[config.mk]
export PLATFORM = sky130hd
export DESIGN_NAME = clk_div_multi
export DESIGN_NICKNAME = d
export VERILOG_FILES = /design/src/rtl/clk_div_pkg.sv /design/src/rtl/clk_div_ch.sv /design/src/rtl/clk_div_multi.sv
export SDC_FILE = /design/constraint.sdc
export NUM_CORES = 1
export LEC_CHECK = 0
export CAP_MARGIN = 15
export CORE_ASPECT_RATIO = 1.4
export CORE_MARGIN = 5
export CORE_UTILIZATION = 40
export CTS_BUF_LIST = sky130_fd_sc_hd__clkbuf_4 sky130_fd_sc_hd__clkbuf_8
export CTS_CLUSTER_DIAMETER = 50
export CTS_CLUSTER_SIZE = 14
export DETAILED_ROUTE_END_ITERATION = 16
export PLACE_DENSITY = 0.63
export SETUP_SLACK_MARGIN = 0.4
export SLEW_MARGIN = 0
export SYNTH_ARGS = -nofsm -noshare
export SYNTH_HDL_FRONTEND = slang
export SYNTH_SLANG_ARGS = --single-unit
[constraint.sdc]
create_clock -name clk_100MHz -period 2.6 [get_ports clk_100MHz]
set_input_delay 0.78 -clock clk_100MHz [delete_from_list [all_inputs] [get_ports clk_100MHz]]
set_output_delay 0.78 -clock clk_100MHz [all_outputs]
set_load 0.005 [all_outputs]
[src/rtl/clk_div_pkg.sv]
// Shared constants and helpers for the multi-channel clock divider.
// Imported by clk_div_ch and clk_div_multi.
package clk_div_pkg;

    localparam int MAX_CH    = 8;
    localparam int CH_IDX_W  = 3;
    localparam int HALF_1HZ  = 49_999_999;

    // A channel index is usable only when it addresses an instantiated channel.
    function automatic logic ch_valid(input logic [CH_IDX_W-1:0] ch, input int n_ch);
        logic ok;
        if (int'(ch) < n_ch) begin
            ok = 1'b1;
        end else begin
            ok = 1'b0;
        end
        return ok;
    endfunction

endpackage

[src/rtl/clk_div_ch.sv]
// One divider channel: counter, active/shadow half-period limits, output toggle
// and rising-edge tick. The shadow limit is only promoted to active on a wrap or sync.
module clk_div_ch
    import clk_div_pkg::*;
#(
    parameter int               CNT_W    = 26,
    parameter logic [CNT_W-1:0] HALF_RST = CNT_W'(HALF_1HZ)
) (
    input  logic             clk,
    input  logic             reset,
    input  logic             en,
    input  logic             sync,
    input  logic             wr_en,
    input  logic [CNT_W-1:0] wr_data,
    output logic             clk_out,
    output logic             tick
);

    logic [CNT_W-1:0] cnt_r;
    logic [CNT_W-1:0] active_r;
    logic [CNT_W-1:0] shadow_r;
    logic             clk_out_r;
    logic             tick_r;

    logic [CNT_W-1:0] cnt_nxt_s;
    logic [CNT_W-1:0] active_nxt_s;
    logic [CNT_W-1:0] shadow_nxt_s;
    logic             clk_out_nxt_s;
    logic             tick_nxt_s;
    logic             wrap_s;

    // >= rather than == so a corrupted counter still recovers at the next edge.
    assign wrap_s = (cnt_r >= active_r);

    // Next-state for counter, active limit, output level and tick.
    always_comb begin
        cnt_nxt_s     = cnt_r;
        active_nxt_s  = active_r;
        clk_out_nxt_s = clk_out_r;
        tick_nxt_s    = 1'b0;
        if (sync) begin
            cnt_nxt_s     = '0;
            clk_out_nxt_s = 1'b0;
            active_nxt_s  = shadow_r;
        end else if (en) begin
            if (wrap_s) begin
                cnt_nxt_s     = '0;
                clk_out_nxt_s = ~clk_out_r;
                active_nxt_s  = shadow_r;
                tick_nxt_s    = ~clk_out_r;
            end else begin
                cnt_nxt_s     = cnt_r + CNT_W'(1);
            end
        end else begin
            cnt_nxt_s     = cnt_r;
            clk_out_nxt_s = clk_out_r;
        end
    end

    // Shadow write; the active limit above reads the pre-write shadow on a coinciding wrap.
    always_comb begin
        if (wr_en) begin
            shadow_nxt_s = wr_data;
        end else begin
            shadow_nxt_s = shadow_r;
        end
    end

    // Channel state registers with synchronous reset.
    always_ff @(posedge clk) begin
        if (reset) begin
            cnt_r     <= '0;
            active_r  <= HALF_RST;
            shadow_r  <= HALF_RST;
            clk_out_r <= 1'b0;
            tick_r    <= 1'b0;
        end else begin
            cnt_r     <= cnt_nxt_s;
            active_r  <= active_nxt_s;
            shadow_r  <= shadow_nxt_s;
            clk_out_r <= clk_out_nxt_s;
            tick_r    <= tick_nxt_s;
        end
    end

    assign clk_out = clk_out_r;
    assign tick    = tick_r;

endmodule

[src/rtl/clk_div_multi.sv]
// N_CH independent square-wave dividers with a shared write port for half-periods.
// Define CLK_DIV_SYNC_EN to add a 'sync' input that re-aligns all channel phases.
module clk_div_multi
    import clk_div_pkg::*;
#(
    parameter int                    N_CH     = 3,
    parameter int                    CNT_W    = 26,
    parameter logic [N_CH*CNT_W-1:0] HALF_DEF = {N_CH{CNT_W'(HALF_1HZ)}}
) (
    input  logic                clk_100MHz,
    input  logic                reset,
    input  logic                en,
`ifdef CLK_DIV_SYNC_EN
    input  logic                sync,
`endif
    input  logic                wr_en,
    input  logic [CH_IDX_W-1:0] wr_ch,
    input  logic [CNT_W-1:0]    wr_data,
    output logic                wr_err,
    output logic [N_CH-1:0]     clk_out,
    output logic [N_CH-1:0]     tick
);

    logic [N_CH-1:0] wr_sel_s;
    logic            sync_s;
    logic            wr_err_nxt_s;
    logic            wr_err_r;

`ifdef CLK_DIV_SYNC_EN
    assign sync_s = sync;
`else
    assign sync_s = 1'b0;
`endif

    // One-hot write select; indices beyond N_CH select nothing.
    always_comb begin
        wr_sel_s = '0;
        for (int i = 0; i < N_CH; i++) begin
            if (wr_en && (wr_ch == CH_IDX_W'(i))) begin
                wr_sel_s[i] = 1'b1;
            end else begin
                wr_sel_s[i] = 1'b0;
            end
        end
    end

    // Flag writes that address a channel this build does not have.
    always_comb begin
        if (wr_en && !ch_valid(wr_ch, N_CH)) begin
            wr_err_nxt_s = 1'b1;
        end else begin
            wr_err_nxt_s = 1'b0;
        end
    end

    // Registered write-error pulse.
    always_ff @(posedge clk_100MHz) begin
        if (reset) begin
            wr_err_r <= 1'b0;
        end else begin
            wr_err_r <= wr_err_nxt_s;
        end
    end

    assign wr_err = wr_err_r;

    for (genvar g = 0; g < N_CH; g++) begin : g_ch
        clk_div_ch #(
            .CNT_W    (CNT_W),
            .HALF_RST (HALF_DEF[g*CNT_W +: CNT_W])
        ) u_ch (
            .clk     (clk_100MHz),
            .reset   (reset),
            .en      (en),
            .sync    (sync_s),
            .wr_en   (wr_sel_s[g]),
            .wr_data (wr_data),
            .clk_out (clk_out[g]),
            .tick    (tick[g])
        );
    end

endmodule
==> results of run 1 <==
[layout make-up]
type | count | share of cell area [%]
Timing Repair Buffer | 130 | 10.7
Tap cell | 375 | 3.32
Clock inverter | 4 | 0.354
Sequential cell | 241 | 34.5
Clock buffer | 28 | 2.64
Inverter | 88 | 2.35
Multi-Input combinational cell | 932 | 46.1
[tightest hold or removal path, stage by stage, from the launching register on]
cell	delay [ps]
dfxtp_1	320
nand2_1	50
mux2i_1	50
[kinds of logic after synthesis]
logic type,Yosys count
buffers and inverters,177
adder cells (fa/ha/maj),81
AND/OR/NAND/NOR,554
AO/OA/AOI/OAI,195
multiplexers,33
flip-flops,241
XOR/XNOR,69
[power by group through the flow]
stage / clock [mW] / combinational [mW] / sequential (mW)
CTS: 2.37 / 0.329 / 3.76
floorplan: 0 / 0.178 / 3.84
finish: 2.30 / 0.341 / 3.76
global placement: 0 / 0.322 / 3.85
global route: 2.51 / 0.373 / 3.77
detailed placement: 0 / 0.327 / 3.85
[per-stage QoR]
stage | total power [mW] | setup slack, ps | util, % | std cells
floorplan | 4.02 | 407 | - | 1350
CTS | 6.47 | 226 | 46.6 | 1769
detailed placement | 4.18 | 147 | 43.8 | 1723
finish | 6.40 | 233 | 50.1 | 1798
global route | 6.65 | 98.6 | 50.1 | 1798
global placement | 4.17 | 208 | 43.8 | 1723
[repair_timing]
action | 4_1_cts | 5_1_grt
gates cloned | 2 | 8
endpoints found under the setup margin | 130 | 161
pin swaps | 23 | 58
hold buffers | 0 | 0
setup buffers | 12 | 21
resized for setup | 52 | 137
[layout by cell type, fill, tap and decap left out, drive strengths merged, types with 11 or more instances in the layout]
master	netlist	final
o21ai	12	12
ha	81	81
xnor2	34	34
o31ai	16	16
inv	88	87
and3	15	15
xor2	35	35
nor3	80	80
dfxtp	241	241
o2111ai	16	16
nand2	220	220
clkdlybuf4s50	0	34
buf	23	86
nand2b	11	11
clkbuf	66	35
mux2i	32	32
nor2	89	89
nand3	81	81
o211ai	62	62
a21oi	62	62
nand4	32	32
[per-layer routing]
metal	global-route usage, %	routed length, um	up-vias
met5	0	40	-
met4	4.18	639	6
met3	2.70	1520	46
met2	31.5	14800	209
met1	21.3	13000	4593
li1	-	-	4784
[sequential cells by signal (all words and copies together), names as in the netlist]
register            count
g_ch.u_ch.tick          3
g_ch.u_ch.active_r     78
g_ch.u_ch.clk_out       3
g_ch.u_ch.shadow_r     78
wr_err                  1
g_ch.u_ch.cnt_r        78
[worst max-delay path by stage]
stage | end | depth (start not counted) | from
final | g_ch[0].u_ch.cnt_r[20] | 12 | g_ch[0].u_ch.active_r[25]
after global routing | g_ch[2].u_ch.active_r[14] | 10 | g_ch[2].u_ch.cnt_r[12]
after CTS | g_ch[2].u_ch.active_r[7] | 11 | g_ch[2].u_ch.active_r[18]
after detailed placement | g_ch[2].u_ch.shadow_r[19] | 6 | wr_ch[2]
after global placement | g_ch[2].u_ch.cnt_r[20] | 9 | g_ch[2].u_ch.active_r[21]
after floorplan | g_ch[2].u_ch.active_r[12] | 9 | g_ch[2].u_ch.active_r[23]
==> flow_metrics.tcl, run 1 <==
set metrics [dict create \
    status "completed" \
    drc_errors 0 \
    synth_top_cell_area_share_pct 42.4 \
    rrSetupSlack_ps 230 \
    power_density_mw_per_mm2 453 \
    diodes 0 \
    clk_latency_ps 530 \
    dp_hpwl_um 19600 \
    critPathRequiredTime_ps 2990 \
    finalSetupViolations 0 \
    tightest_slew_ps 616 \
    synth_edf_count 0 \
    r2r_end "g_ch[0].u_ch.cnt_r[20]" \
    pwr-share-clk_pct 36.0 \
    root_buffer "clkbuf_8" \
    clk_path_buf_depth 3 \
    design_area_mm2 0.0141 \
    wire_per_inst_um 16.7 \
    first_pass_iters 5 \
    antenna_left 0 \
    synth_top_flop_cell "dfxtp_1" \
    finalSetupTns_ps 0 \
    synth_most_common_cell "dfxtp_1" \
    overflow 0 \
    regArea_mm2 0.00488 \
    fp-row-count 73 \
    seqPwrFrac_pct 58.7 \
    hold_slack_ps 458 \
    coreArea_mm2 0.0282 \
    multi_input_area_mm2 0.00652 \
    grt.total_usage_pct 17.2 \
    synth.net_count 1464 \
    antenna_found_initial 3 \
    drive_above_1_share_pct 18.7 \
    numPortBuffers 39 \
    gp_congestion 0.830 \
    fin_crit_ps 2370 \
    start_util_pct 40.3 \
    critPathSlowestCell "dfxtp_2" \
    synth_top_family_by_area "simple AND/OR/NAND/NOR gates" \
    skew_ps 14.6 \
    intPower_mw 4.89 \
    htree_num_levels 1 \
    async_flop_share_pct 0 \
    r2r-start "g_ch[0].u_ch.active_r[25]" \
    crit_type "reg2reg" \
    die_h_um 210 \
    rsz0062_at_grt "yes" \
    vias 9638 \
    syn_avg_cell_area_um2 8.42 \
    synth-seq-area-share_pct 42.4 \
    path_delay_family "buffers and inverters" \
    n_fill_cell 2571 \
    end_kind "flip-flop" \
    hp-class "reg2reg" \
    synth-compound-area-share_pct 11.8 \
    dieArea_mm2 0.0320 \
    drt-vias-per-instance 5.36 \
    peakVddDrop_uv 252 \
    synth_xor_area_share_pct 5.31 \
    fin_nets 1529 \
    ys_warn_count 0 \
    die_w_um 153 \
    min_delay_path_depth 2 \
    synth_common_cells "dfxtp_1, nand2_1, nor2_1" \
    worstSetupStartpointType "flip-flop" \
    min_period_over_period_pct 91.1 \
    arrival_ps 2760 \
    cp_slowest_stage_delay_ps 350 \
    critPathMaxFanout 8 \
    min_from "g_ch[0].u_ch.shadow_r[24]" \
    r2r_cells 12 \
    grt_pass1_wl_um 46400 \
    dr.first_iter.drc_count 524 \
    crit_buf_inv 6 \
    ys_ff_latch 241 \
    place_area_mm2 0.0124 \
    routed_wl_um 30000 \
    io_pins 40 \
    synthSimpleGateAreaFrac_pct 22.3 \
    p_sw_share_pct 23.7 \
    hold_end "g_ch[0].u_ch.active_r[24]" \
    p_leak_nw 5.71 \
    synthTopCellsByArea "dfxtp_1, ha_1, nand2_1, o211ai_1, nand3_1" \
    synthMuxAreaShare_pct 2.92 \
    synthCells 1350 \
    synth.distinct_cells 49 \
    grt_pass1_vias 9251 \
    syn2layout_area_growth_pct 24.3 \
    numCtsBuffers 22 \
    grt_max_degree 120 \
    power_frac_comb_pct 5.3 \
    synthesis.area_mm2 0.0114 \
    cp_cell_sequence "inv_2 > ha_4 > nand4_1 > nor4_2 > buf_4 > o311ai_2 > buf_4 > a21boi_4 > buf_8 > buf_8 > buf_4 > nor3_2" \
    clkTransAtPathRegs_ps 90 \
    synthAdderAreaFrac_pct 8.91 \
    clock-sinks 241 \
    crit_top_cell "buf_4" \
    drv_slew 0 \
    fmax_mhz 422 \
    synth_top_cell_by_area "dfxtp_1" \
    hold_viol 0 \
    cts_tree "built" \
    maxCapViolCount 0 \
    relSlewSlack_pct 59.0 \
    p_sw_mw 1.52 \
]
(Power assumes the default switching activity.)
==> run 2, diff against run 1 <==
- ABC_AREA: default -> 1
- SLEW_MARGIN: 0 -> default
==> flow_metrics.tcl, run 2 <==
set metrics [dict create \
    ys_ff_latch 241 \
    hold_viol 0 \
    synth-seq-area-share_pct 40.4 \
    status "completed" \
    top_regs "g_ch.u_ch.active_r: 78 flops, g_ch.u_ch.cnt_r: 78 flops, g_ch.u_ch.shadow_r: 78 flops" \
    critPathRequiredTime_ps 1820 \
    root_buffer "clkbuf_8" \
    hold_slack_ps 457 \
    drv_slew 0 \
    dp_cells 2006 \
    finalSetupTns_ps 0 \
    synthTopCellsByArea "dfxtp_1, nand2_1, nand3_1, ha_1, nor2_1" \
    pre_cts_ws_ps 218 \
    p_sw_share_pct 24.7 \
    diodes 0 \
    cp_cell_sequence "clkdlybuf4s50_1" \
    drc_errors 0 \
    fin_ws_ps 477 \
    gp_congestion 0.915 \
    arrival_ps 1340 \
    synth-compound-area-share_pct 4.69 \
    grt.total_usage_pct 18.1 \
    fin_cells 2049 \
    pwr-share-clk_pct 38.0 \
    antenna_found_initial 0 \
    synthCells 1625 \
    die_w_um 156 \
    cp_slowest_stage_delay_ps 490 \
    antenna_left 0 \
    synthMuxAreaShare_pct 0 \
    synth_xor_area_share_pct 3.59 \
    p_leak_nw 6.52 \
    tightest_slew_ps 547 \
    p_total_mw 6.65 \
    synth.net_count 1739 \
    cts_tree "built" \
    numCtsBuffers 24 \
    io_pins 40 \
    fin_crit_ps 2120 \
    critPathMaxFanout 1 \
    numPortBuffers 39 \
    synth_common_cells "nand2_1, dfxtp_1, nand3_1" \
    grt_pass1_vias 10100 \
    clock-sinks 241 \
    async_flop_share_pct 0 \
    htree_num_levels 1 \
    dp_hpwl_um 23200 \
    power_density_mw_per_mm2 502 \
    clkTransAtPathRegs_ps 80 \
    p_sw_mw 1.64 \
    crit_type "reg2out" \
    seqPwrFrac_pct 56.8 \
    synth_most_common_cell "nand2_1" \
    synth_top_flop_cell "dfxtp_1" \
    routed_wl_um 30700 \
    peakVddDrop_uv 383 \
    end_kind "primary output" \
    relSlewSlack_pct 63.5 \
    intPower_mw 5.01 \
    overflow 0 \
    dr.first_iter.drc_count 494 \
    finalSetupViolations 0 \
    drt-vias-per-instance 5.01 \
    synthSimpleGateAreaFrac_pct 33.5 \
    mostFrequentLayoutCells "nand2_1, dfxtp_1, nand3_1, nor2_1, inv_1" \
    rsz0062_at_grt "no" \
    critPathSlowestCell "clkdlybuf4s50_1" \
    crit_buf_inv 1 \
    skew_ps 18.4 \
    grt_max_degree 43 \
    wire_per_inst_um 15.0 \
    drive_above_1_share_pct 7.81 \
    first_pass_iters 6 \
    dieArea_mm2 0.0335 \
    synth_top_family_by_area "simple AND/OR/NAND/NOR gates" \
    maxCapViolCount 0 \
    synthAdderAreaFrac_pct 8.48 \
    synth_edf_count 0 \
    synth_top_cell_area_share_pct 40.4 \
    hp-class "reg2reg" \
    fp-row-count 75 \
    fmax_mhz 471 \
    ys_warn_count 0 \
    clk_path_buf_depth 3 \
    final_common_cell "nand2_1" \
    die_h_um 215 \
    syn_avg_cell_area_um2 7.35 \
    syn2layout_area_growth_pct 10.8 \
    grt_pass1_wl_um 49900 \
    synth.distinct_cells 37 \
    start_util_pct 40.2 \
    coreArea_mm2 0.0297 \
    path_delay_family "buffers and inverters" \
    synthesis.area_mm2 0.0120 \
    synth_top_cell_by_area "dfxtp_1" \
    min_period_over_period_pct 81.7 \
    clk_latency_ps 570 \
    power_frac_comb_pct 5.2 \
    worstSetupStartpointType "flip-flop" \
    vias 10300 \
    fin_nets 1765 \
]
[run 2: worst register-to-register path, cell delays in order, from the launching register on]
cell     delay (ps)
dfxtp_1         350
inv_1            80
ha_1            310
nand2_1         110
nor2_2          150
nand4_1         120
nor2_1          110
nand2_1         100
nand3_2         140
buf_8           250
nand3_1         120
nand2_1          80
nor2_1           40
[run 2: per-layer routing]
layer | GRT usage [%] | wire length (um) | vias to the layer above
li1 | - | - | 5278
met1 | 19.9 | 12300 | 4730
met2 | 34.1 | 16000 | 165
met3 | 2.14 | 858 | 85
met4 | 8.42 | 1440 | 0
met5 | 0 | 0 | -
[run 2: stage by stage]
step / instance area, um2 / util (%)
global placement: 12700 / 42.5
CTS: 13200 / 44.2
finish: 13200 / 44.5
floorplan: 12000 / -
detailed placement: 12700 / 42.5
global route: 13200 / 44.5
[run 2: final cells by class]
cell class,instances,area (um2)
fillers,3039,16500
clock inverters,8,85.1
repair buffers,73,707
well taps,385,482
multi-input cells,1127,6040
flip-flops and latches,241,4830
clock buffers,31,408
inverters,184,696
[run 2: cell families after synthesis]
kind of cell | after synthesis
xor+xnor | 49
flops | 241
buf+inv | 258
compound gates | 102
simple gates | 894
fa+ha+maj | 81
[run 2: power by group through the flow]
stage                     logic, mW  clock network [mW]  registers [mW]
after floorplan               0.189                   0            3.85
after global placement        0.338                   0            3.86
after detailed placement      0.342                   0            3.86
after CTS                     0.345                2.60            3.77
after global routing          0.379                2.76            3.78
final                         0.346                2.53            3.77
[run 2: worst paths after layout]
check,start,endpoint,slack [ps],cells after the start
worst max-delay path,g_ch[0].u_ch.tick,tick[0],480,1
worst max register to register,g_ch[2].u_ch.active_r[17],g_ch[2].u_ch.active_r[8],530,12
worst min-delay path,g_ch[2].u_ch.shadow_r[18],g_ch[2].u_ch.shadow_r[18],460,2
worst min register to register,g_ch[2].u_ch.shadow_r[18],g_ch[2].u_ch.shadow_r[18],460,2
[run 2: what timing repair did]
item	CTS	global route
hold buffers	0	0
setup buffers	0	3
resized for setup	11	16
cloned	0	1
pin swaps	0	1
setup endpoints to repair	31	98
==> run 3, diff against run 2 <==
- clock period: 2.6 -> 2 ns (I/O delays scaled with it)
==> flow_metrics.tcl, run 3 (synthesis results as in run 2) <==
set metrics [dict create \
    status "finished with violations" \
    violations "setup timing" \
    critPathSlowestCell "dfxtp_2" \
    gp_congestion 0.866 \
    routed_wl_um 36300 \
    r2r_end "g_ch[1].u_ch.cnt_r[16]" \
    hold_viol 0 \
    numPortBuffers 39 \
    crit_type "reg2reg" \
    regArea_mm2 0.00496 \
    critPathRequiredTime_ps 2470 \
    antenna_left 0 \
    rsz0062_at_grt "yes" \
    fin_nets 1889 \
    grt_max_degree 35 \
    critPathMaxFanout 6 \
    crit_buf_inv 3 \
    dp_hpwl_um 23900 \
    cts_tree "built" \
    cp_cell_sequence "inv_2 > ha_4 > nand2_4 > nor2_4 > nand2_4 > nor3b_4 > nand2_2 > nand3_4 > nand2_8 > nand2_8 > buf_6 > clkbuf_16 > nor2_1" \
    vias 11100 \
    fin_ws_ps -32.5 \
    p_leak_nw 7.28 \
    drc_errors 0 \
    dieArea_mm2 0.0335 \
    grt_pass1_vias 11000 \
    cp_slowest_stage_delay_ps 370 \
    maxCapViolCount 0 \
    min_delay_path_depth 2 \
    path_delay_family "simple AND/OR/NAND/NOR gates" \
    n_fill_cell 2568 \
    pwr-share-clk_pct 35.3 \
    clk_latency_ps 580 \
    end_kind "flip-flop" \
    multi_input_area_mm2 0.00773 \
    syn2layout_area_growth_pct 37.7 \
    drt-vias-per-instance 5.11 \
    io_pins 40 \
    numCtsBuffers 23 \
    grt.total_usage_pct 20.5 \
    die_h_um 215 \
    root_buffer "clkbuf_8" \
    p_sw_mw 2.20 \
    diodes 0 \
    htree_num_levels 1 \
    post-route-util_pct 55.3 \
    min_from "g_ch[1].u_ch.active_r[5]" \
    antenna_found_initial 0 \
    fp-row-count 75 \
    first_pass_iters 5 \
    clkTransAtPathRegs_ps 100 \
    rrSetupSlack_ps -30 \
    overflow 0 \
    finalSetupTns_ps -188 \
    r2r_cells 13 \
    skew_ps 27.4 \
    intPower_mw 6.31 \
    tightest_slew_ps 524 \
    arrival_ps 2500 \
    seqPwrFrac_pct 57.5 \
    start_util_pct 40.2 \
    drv_slew 0 \
    power_density_mw_per_mm2 518 \
    wire_per_inst_um 16.8 \
    finalSetupViolations 12 \
    final_common_cell "nand2_1" \
    place_area_mm2 0.0133 \
    grt_pass1_wl_um 55900 \
    coreArea_mm2 0.0297 \
    relSlewSlack_pct 65.0 \
    p_total_mw 8.52 \
    fin_crit_ps 2030 \
    mostFrequentLayoutCells "nand2_1, nand3_1, dfxtp_1, inv_1, nor2_1" \
    dr.first_iter.drc_count 577 \
    hp-class "reg2reg" \
    min_period_over_period_pct 102 \
    p_sw_share_pct 25.9 \
    drive_above_1_share_pct 35.4 \
    worstSetupStartpointType "flip-flop" \
    hold_end "g_ch[1].u_ch.active_r[5]" \
    clk_path_buf_depth 3 \
    die_w_um 156 \
    fmax_mhz 492 \
    peakVddDrop_uv 547 \
    top_regs "g_ch.u_ch.active_r: 78 flops, g_ch.u_ch.cnt_r: 78 flops, g_ch.u_ch.shadow_r: 78 flops" \
    design_area_mm2 0.0165 \
    r2r-start "g_ch[1].u_ch.active_r[18]" \
    clock-sinks 241 \
    power_frac_comb_pct 7.1 \
    cts_hold_buffers 0 \
]
-- run 3: worst reg2reg max path, delay by kind of cell, from the launching register on --
family	cells	cell delay, ps
adder cells (fa/ha/maj)	1	270
buffers and inverters	3	320
flip-flops	1	370
AND/OR/NAND/NOR	9	950
-- run 3: worst max path at each step --
stage                         startpoint                         to  slack, ps  cells after the start
2_1_floorplan  g_ch[0].u_ch.active_r[15]  g_ch[0].u_ch.active_r[21]        270                     12
3_3_place_gp                       wr_en   g_ch[2].u_ch.shadow_r[8]       -210                      8
3_5_place_dp                       wr_en   g_ch[2].u_ch.shadow_r[8]       -260                      8
4_1_cts        g_ch[0].u_ch.active_r[25]  g_ch[0].u_ch.active_r[11]         70                     12
5_1_grt        g_ch[1].u_ch.active_r[15]     g_ch[1].u_ch.cnt_r[16]       -130                     12
6_report       g_ch[1].u_ch.active_r[18]     g_ch[1].u_ch.cnt_r[16]        -30                     13
-- run 3: power by group through the flow --
stage | registers, mW | clock network (mW) | logic, mW
floorplan | 5.00 | 0 | 0.266
global placement | 5.01 | 0 | 0.491
detailed placement | 5.02 | 0 | 0.497
CTS | 4.90 | 3.08 | 0.579
global route | 4.91 | 3.27 | 0.651
finish | 4.90 | 3.01 | 0.607
-- run 3: repair_timing --
| item | in CTS | in global routing |
|---|---|---|
| resized for setup | 323 | 175 |
| cloned | 12 | 6 |
| buffers inserted | 34 | 20 |
| pin swaps | 83 | 86 |
| endpoints found under the hold margin | 0 | 0 |
| setup endpoints to repair | 169 | 216 |
-- run 3: layout make-up --
type	instances	area share, %
sequential	241	30.2
tap	385	2.93
inverter	184	4.33
timing repair buffer	199	13.2
multi-input combinational	1126	47.0
clock inverter	9	0.532
clock buffer	23	1.92
-- run 3: per-stage QoR --
step | cells | worst slack, ps | hold WS, ps
2_1_floorplan | 1625 | 268 | 422
4_1_cts | 2141 | 65.6 | 454
3_5_place_dp | 2063 | -264 | 435
6_report | 2167 | -32.5 | 452
3_3_place_gp | 2063 | -215 | 432
5_1_grt | 2167 | -128 | 475
-- run 3: layer usage --
metal | GRT usage [%] | up-vias | wire length, um
li1 | - | 5516 | -
met1 | 22.5 | 5239 | 13900
met2 | 38.5 | 225 | 19300
met3 | 2.44 | 103 | 1250
met4 | 9.61 | 0 | 1930
met5 | 0 | - | 0
